`src/rtl/psc_trigger_tx_multi.sv`:
```
// -----------------------------------------------------------------------------
// psc_trigger_tx_multi
//
// Multi-channel power-supply trigger transmitter. Every channel continuously
// sends 4-byte CRC-protected frames on its own serial line; a frame is marked
// "trigger" when that channel's EVR trigger edge arrived before the frame
// boundary. Bit and frame timing come from clock enables on the single clk.
//
// Ports
//   clk          system clock
//   reset        synchronous, active-low; clears all state
//   evr_trigger  [N_CH] asynchronous trigger inputs
//   psc_output   [N_CH] serial frame lines, idle high
//   frame_start  one-clk pulse when bit 0 of a frame starts on all lines
//   bit_strobe   one-clk pulse at the start of every bit time
//   trig_sent    [N_CH] one-clk pulse with frame_start for trigger frames
//   overrun      [N_CH] sticky: a trigger was lost while one was pending
//
// Frame (transmitted byte order, each byte as start 0, data LSB first, stop 1):
//   HEADER, {seq, type}, channel index, CRC-8 (poly 0x07, init 0) of bytes 0..2
//   followed by GAP_BITS idle-high bit times.
// -----------------------------------------------------------------------------
module psc_trigger_tx_multi #(
  parameter int          N_CH     = 4,
  parameter int          BIT_DIV  = 5,
  parameter int          GAP_BITS = 10,
  parameter logic [7:0]  HEADER   = 8'hA5,
  parameter bit          TRIG_INV = 1'b1
) (
  input  logic            clk,
  input  logic            reset,
  input  logic [N_CH-1:0] evr_trigger,
  output logic [N_CH-1:0] psc_output,
  output logic            frame_start,
  output logic            bit_strobe,
  output logic [N_CH-1:0] trig_sent,
  output logic [N_CH-1:0] overrun
);

  localparam int FRAME_BITS = 40;
  localparam int TOTAL_BITS = FRAME_BITS + GAP_BITS;
  localparam int DIV_W      = $clog2(BIT_DIV);
  localparam int IDX_W      = $clog2(TOTAL_BITS);

  localparam logic [DIV_W-1:0] DIV_LAST = DIV_W'(BIT_DIV - 1);
  localparam logic [IDX_W-1:0] IDX_LAST = IDX_W'(TOTAL_BITS - 1);
  localparam logic [IDX_W-1:0] IDX_GAP  = IDX_W'(FRAME_BITS);
  // Raw synchroniser reset value is the inactive input level, so leaving
  // reset never manufactures a trigger edge.
  localparam logic [N_CH-1:0] IDLE_RAW  = {N_CH{TRIG_INV}};

  // One byte of CRC-8, polynomial 0x07, MSB first.
  function automatic logic [7:0] crc8(input logic [7:0] crc_in, input logic [7:0] data);
    logic [7:0] c;
    c = crc_in ^ data;
    for (int j = 0; j < 8; j++) begin
      c = c[7] ? ({c[6:0], 1'b0} ^ 8'h07) : {c[6:0], 1'b0};
    end
    return c;
  endfunction

  // Whole frame as a 40-bit vector; bit k is the k-th bit put on the line.
  function automatic logic [39:0] build_frame(input logic [3:0] seq, input logic is_trig,
                                              input logic [7:0] ch);
    logic [7:0]  bytes [4];
    logic [39:0] bits;
    bytes[0] = HEADER;
    bytes[1] = {seq, 3'b000, is_trig};
    bytes[2] = ch;
    bytes[3] = crc8(crc8(crc8(8'h00, bytes[0]), bytes[1]), bytes[2]);
    for (int k = 0; k < 4; k++) begin
      bits[10*k +: 10] = {1'b1, bytes[k], 1'b0};
    end
    return bits;
  endfunction

  // Shared timing: active_q is low only until the first edge after reset.
  logic                   active_q, active_d;
  logic [DIV_W-1:0]       div_q, div_d;
  logic [IDX_W-1:0]       idx_q, idx_d;
  logic                   fs_q, fs_d;
  logic                   strobe_q, strobe_d;

  // Per-channel trigger path and transmit state.
  logic [N_CH-1:0]        sync1_q, sync1_d;
  logic [N_CH-1:0]        sync2_q, sync2_d;
  logic [N_CH-1:0]        level_q, level_d;
  logic [N_CH-1:0]        edge_q, edge_d;
  logic [N_CH-1:0]        pending_q, pending_d;
  logic [N_CH-1:0]        overrun_q, overrun_d;
  logic [N_CH-1:0]        trig_q, trig_d;
  logic [N_CH-1:0]        psc_q, psc_d;
  logic [N_CH-1:0][3:0]   seq_q, seq_d;
  logic [N_CH-1:0][39:0]  frame_q, frame_d;

  always_comb begin
    // NOTE: every _d signal gets a default before any branch, so no path
    // through this block leaves one unassigned and no latch is inferred.
    sync1_d   = evr_trigger;
    sync2_d   = sync1_q;
    level_d   = sync2_q ^ IDLE_RAW;
    edge_d    = level_d & ~level_q;
    active_d  = 1'b1;
    div_d     = div_q;
    idx_d     = idx_q;
    fs_d      = 1'b0;
    strobe_d  = 1'b0;
    pending_d = pending_q;
    overrun_d = overrun_q;
    seq_d     = seq_q;
    frame_d   = frame_q;
    trig_d    = '0;
    psc_d     = '1;

    if (!active_q) begin
      // First edge out of reset starts frame 0 at bit 0.
      div_d    = '0;
      idx_d    = '0;
      fs_d     = 1'b1;
      strobe_d = 1'b1;
    end else if (div_q == DIV_LAST) begin
      div_d    = '0;
      strobe_d = 1'b1;
      if (idx_q == IDX_LAST) begin
        idx_d = '0;
        fs_d  = 1'b1;
      end else begin
        idx_d = idx_q + 1'b1;
      end
    end else begin
      div_d = div_q + 1'b1;
    end

    for (int i = 0; i < N_CH; i++) begin
      if (fs_d) begin
        // Latch frame type from pending; an edge arriving in this same cycle
        // re-arms pending for the following frame instead of being lost.
        frame_d[i]   = build_frame(seq_q[i], pending_q[i], 8'(i));
        trig_d[i]    = pending_q[i];
        pending_d[i] = edge_q[i];
        if (pending_q[i]) begin
          seq_d[i] = seq_q[i] + 4'd1;
        end
      end else if (edge_q[i]) begin
        if (pending_q[i]) begin
          overrun_d[i] = 1'b1;
        end
        pending_d[i] = 1'b1;
      end
      psc_d[i] = (idx_d < IDX_GAP) ? frame_d[i][idx_d[5:0]] : 1'b1;
    end
  end

  always_ff @(posedge clk) begin
    // NOTE: sequential state uses non-blocking assignments so every flop
    // samples the pre-edge value of the others.
    if (!reset) begin
      active_q  <= 1'b0;
      div_q     <= '0;
      idx_q     <= '0;
      fs_q      <= 1'b0;
      strobe_q  <= 1'b0;
      sync1_q   <= IDLE_RAW;
      sync2_q   <= IDLE_RAW;
      level_q   <= '0;
      edge_q    <= '0;
      pending_q <= '0;
      overrun_q <= '0;
      trig_q    <= '0;
      psc_q     <= '1;
      seq_q     <= '0;
      // NOTE: the frame store is reset with everything else; it is only
      // N_CH x 40 flops and keeps the post-reset state fully defined.
      frame_q   <= '0;
    end else begin
      active_q  <= active_d;
      div_q     <= div_d;
      idx_q     <= idx_d;
      fs_q      <= fs_d;
      strobe_q  <= strobe_d;
      sync1_q   <= sync1_d;
      sync2_q   <= sync2_d;
      level_q   <= level_d;
      edge_q    <= edge_d;
      pending_q <= pending_d;
      overrun_q <= overrun_d;
      trig_q    <= trig_d;
      psc_q     <= psc_d;
      seq_q     <= seq_d;
      frame_q   <= frame_d;
    end
  end

  assign psc_output  = psc_q;
  assign frame_start = fs_q;
  assign bit_strobe  = strobe_q;
  assign trig_sent   = trig_q;
  assign overrun     = overrun_q;

endmodule

```
`config.mk`:
```
export PLATFORM = sky130hd
export DESIGN_NAME = psc_trigger_tx_multi
export DESIGN_NICKNAME = d
export VERILOG_FILES = /design/src/rtl/psc_trigger_tx_multi.sv
export SDC_FILE = /design/constraint.sdc
export NUM_CORES = 1
export LEC_CHECK = 0
export ABC_AREA = 0
export BUFFER_PORTS_ARGS = -buffer_cell sky130_fd_sc_hd__buf_2
export CAP_MARGIN = 25
export CORE_MARGIN = 4
export CORE_UTILIZATION = 65
export CTS_CLUSTER_DIAMETER = 50
export DETAILED_ROUTE_END_ITERATION = 16
export GPL_ROUTABILITY_DRIVEN = 1
export PLACE_DENSITY_LB_ADDON = 0.12
export SLEW_MARGIN = 20
export SYNTH_ARGS = -nofsm -noshare
export SYNTH_HDL_FRONTEND = slang
export SYNTH_SLANG_ARGS = --single-unit
export TNS_END_PERCENT = 50
```
`constraint.sdc`:
```
create_clock -name clk -period 5 [get_ports clk]
set_clock_uncertainty 0.05 [all_clocks]
set_input_delay 0.5 -clock clk [delete_from_list [all_inputs] [get_ports clk]]
set_output_delay 0.5 -clock clk [all_outputs]
set_load 0.02 [all_outputs]
```
# Yosys cells after proc, flatten, opt, wreduce, memory -nomap -nowiden
# Cells that the tools add are included.
[word_totals] ff_bits=220 wordCells=222 out_inout_bits=14
[classes] reduce_logical=15 mux=93 n_addsub=6 n_bitwise=77 n_eq_ne=2 magnitude_cmp=2
[op_table] operator="$mux 3" count=64
[op_table] operator="$not 3->3" count=64
[op_table] operator="$mux 40" count=4
[op_table] operator="$bmux 1 s6" count=4
[op_table] operator="$not 4->4" count=6
[op_table] operator="$mux 1" count=18
[op_table] operator="$mux 6" count=3
[op_table] operator="$add 4x1->4 const B" count=4
[op_table] operator="$reduce_and 2->1" count=6
[op_table] operator="$reduce_and 3->1" count=4
[op_table] operator="$reduce_bool 2->1" count=4
[op_table] operator="$lt 6x7->1 const B" count=1
[op_table] operator="$add 6x1->6 const B" count=1
[op_table] operator="$eq 6x6->1 const B" count=1
[op_table] operator="$lt 6x6->1 const B" count=1
[op_table] operator="$not 1->1" count=5
[op_table] operator="$and 4x4->4" count=1
[op_table] operator="$add 3x1->3 const B" count=1
[op_table] operator="$eq 3x3->1 const B" count=1
[op_table] operator="$reduce_or 3->1" count=1
[op_table] operator="$not 2->2" count=1

# Depth between registers and ports, before layout
[depth] ltp_word=37 mapped_depth=11 mapped_depth_nobuf=9

# Worst setup path after synthesis
# OpenSTA, ideal clock, no wires.
[synth_path] path_type="register to register" startpoint="register div_q[0]" endpoint="register psc_q[0], in the netlist psc_output[0]" arrival_time_ps=2312 period_less_slack_ps=2488 setup_ps=126 stages_incl_launch_ff=11 required_time_ps=4824 slack_ps=2512 path_cell_list="dfxtp_1 inv_1 ha_1 and2_4 buf_6 a21oi_2 o21a_4 mux4_2 a2111oi_2 or3_1 a31oi_1"
[synth_via] elab_chain_cells=6
[synth_lines] item="start, declared" line_no="79" source="logic [DIV_W-1:0] div_q, div_d;"
[synth_lines] item="start signal, assigned" line_no="177" source="div_q <= div_d;"
[synth_lines] item="$eq 3x3->1 *" line_no="121" source="end else if (div_q == DIV_LAST) begin"
[synth_lines] item="$mux 1" line_no="121"
[synth_lines] item="$mux 1" line_no="115" source="if (!active_q) begin"
[synth_lines] item="$mux 40" line_no="135" source="if (fs_d) begin"
[synth_lines] item="$bmux 1 s6" line_no="150" source="psc_d[i] = (idx_d < IDX_GAP) ? frame_d[i][idx_d[5:0]] : 1'b1;"
[synth_lines] item="$mux 1 (implied by the code)" line_no="150"
[synth_lines] item="end signal, assigned" line_no="188" source="psc_q <= psc_d;"
[synth_lines] item="end, declared" line_no="92" source="logic [N_CH-1:0] psc_q, psc_d;"
# Every way passes the cells marked *; elsewhere a longest branch is shown, timed or not. The select of a mux whose other input is x is not followed.
# A chain may end at the register's enable or synchronous reset.

# Worst setup path after layout
[layout_path] startpoint="register idx_q[0]" endpoint="register psc_q[3], in the netlist psc_output[3]"
[layout_via] elab_chain_cells=7
[layout_lines] item="start, declared" line_no="80" source="logic [IDX_W-1:0] idx_q, idx_d;"
[layout_lines] item="start signal, assigned" line_no="178" source="idx_q <= idx_d;"
[layout_lines] item="branches (longest 7 deep; another with $add 6x1->6)"
# Several ways; the timed one is not identified. The select of a mux whose other input is x is not followed.

==> impl_metrics.yaml <==
outcome:
  status: "finished, final reports clean"
logic_synthesis:
  ys_warn_count: 0
  synthTopCellsByArea: "dfxtp_1, and3_1, nand2_1"
  synth_cells: 1003
  synth.avg_cell_area_sq_um: 9.07
  synth_edf_count: 0
  async_reset_ff_share_pct: 0
  yosys.area.top_type_share_pct: 48.4
  synth_ff_type: "dfxtp_1"
  yosys.cell_types.count: 66
  synth.ff_latch_count: 220
  post-synth-top-area-cell: "dfxtp_1"
  synthesis.nets: 1021
  synth_sequential_area_ratio_pct: 48.4
  synth.cell_area_sq_um: 9100
cells_and_area:
  final_common_cell: "dfxtp_1"
  layout_common_cells: "dfxtp_1, nand2_1, nor2_1"
  synthToLayoutAreaGrowth_pct: 8.26
  final_layout_size_suffix_gt1_share_pct: 9.81
  finalNetCount: 992
  antenna_cells: 0
clock_tree:
  clock_latency_ps: 510
  path_clk_slew_ps: 60
  cts_sinks: 220
  cts_tree: "done"
  cts_buffer_depth: 3
  postCtsHoldBufs: 0
  cts_buffers: 23
  cts_resized: 0
  cts_root_buf: "clkbuf_16"
  htree_levels: 1
  postCtsSetupBuffers: 0
critical_path:
  start_kind: "flop"
  cp.required_ps: 5350
  cp.arrival_ps: 3810
  endpoint_kind: "flop"
  path_class: "reg -> reg"
  path_max_fanout: 96
detailed_routing:
  via_count: 7154
  ant_nets: 0
  vias_per_cell: 6.14
  routed_wl_um: 21500
  drcViolationCount: 0
  drt_iter0_markers: 738
  dr.pass1.iters: 5
  wl_per_cell_um: 18.5
sta:
  slew_headroom_pct: 32.4
  fin_crit_ps: 3460
  setup_viol: 0
  whs_ps: 118
  tns_ps: 0
  fin_crit_sh_pct: 69.3
  finalHoldViolCount: 0
  drv_slew: 0
  clock.fmax_ghz: 0.289
  rsz0062_at_grt: "no"
  worstMarginPinSlew_ps: 1010
die:
  die_height_um: 126
  start_util_pct: 67.7
  die_area_sq_um: 16000
  core_area_sq_um: 13500
  ios: 20
  row_count: 42
  die_w_um: 126
placement:
  placement.io_buffers: 19
  gp_congestion: 0.896
  hpwl_um: 13500
global_routing:
  grt_pass1_wl_um: 35500
  grt_overflow: 0
  antenna_found_initial: 0
  grt_max_degree: 97
  grt_usage_pct: 26.8
  grt_pass1_vias: 6884
pwr:
  ir_drop_mv: 0.318
  leakage_nw: 4.07
  power_density_nw_per_um2: 363
  power_mw: 3.58
run:
  cap_violations: 0
hold_path:
  hold_path.class: "in -> reg"
-- cells in the mapped netlist (all sizes together), types with 2 or more instances --
cell type / n
nand3: 24
mux2: 5
a21o: 10
o21ai: 16
a211oi: 19
or4: 2
a211o: 4
a221oi: 3
dfxtp: 220
a32oi: 3
inv: 6
nand4: 5
a21oi: 62
a2111oi: 3
o221ai: 2
a311o: 2
mux4: 12
xor2: 31
a22oi: 2
ha: 12
buf: 31
nor3: 13
nand2: 133
and3: 81
o21bai: 2
nand2b: 8
clkbuf: 52
and2: 4
o2111ai: 4
o21a: 3
a31oi: 15
o311ai: 2
xnor2: 33
a311oi: 6
mux2i: 25
o22ai: 3
nor2: 127
-- stage by stage --
step / std cells / worst slack (ps) / utilization, % / area [sq um]
after floorplan: 1003 / 2510 / - / 9100
after global placement: 1125 / 1650 / 68.0 / 9140
after detailed placement: 1125 / 1610 / 68.0 / 9150
after CTS: 1165 / 1610 / 73.2 / 9850
after global routing: 1165 / 1340 / 73.2 / 9850
final: 1165 / 1540 / 73.2 / 9850
-- cells by family after synthesis --
logic type | synth area share (%)
compound gates | 12.5
xor+xnor | 6.16
fa+ha+maj | 1.65
buf+inv | 4.29
flops | 48.4
mux | 6.34
simple gates | 20.7
-- final timing paths --
kind,start,to,slack (ps),cells past startpoint
worst max register to register,idx_q[0],psc_output[3],1540,7
worst max-delay path,idx_q[0],psc_output[3],1540,7
worst min register to register,level_q[3],edge_q[3],340,1
worst min-delay path,evr_trigger[1],sync1_q[1],120,2
-- layer usage --
metal | GRT usage (%) | up-vias | share of wire [%] | wire (um)
li1 | - | 3401 | - | -
met1 | 36.9 | 3462 | 44 | 9380
met2 | 43.9 | 232 | 47 | 10200
met3 | 3.49 | 59 | 5.7 | 1220
met4 | 9.34 | 0 | 3.4 | 728
met5 | 0 | - | 0 | 0
-- flip-flops by register name, indices dropped and copies added (netlist names) --
register and cells:
trig_sent 4, idx_q 6, pending_q 4, sync1_q 4, level_q 4, div_q 3, active_q 1, edge_q 4
sync2_q 4, bit_strobe 1, overrun 4, frame_q 160, psc_output 4, seq_q 16, frame_start 1
-- cell type report --
| cell class | count | area (sq um) |
|---|---|---|
| Clock buffer | 33 | 653 |
| Clock inverter | 7 | 50.0 |
| Fill cell | 1018 | 3600 |
| Inverter | 6 | 23.8 |
| Multi-Input combinational cell | 694 | 4330 |
| Sequential cell | 220 | 4400 |
| Tap cell | 176 | 220 |
| Timing Repair Buffer | 29 | 170 |
-- worst max-delay path, cell delays in order (launching register included) --
cell and delay (ps):
dfxtp_1 480, ha_1 210, and4b_1 340, a21o_4 810
a21oi_1 400, a21oi_1 520, o311ai_0 230, a211o_1 300
-- where the power goes --
| part | switching (mW) | total, mW | internal [mW] |
|---|---|---|---|
| logic | 0.107 | 0.155 | 0.0478 |
| registers | 0.0296 | 1.83 | 1.80 |
| clock network | 0.686 | 1.60 | 0.911 |
(Power assumes the default switching activity.)
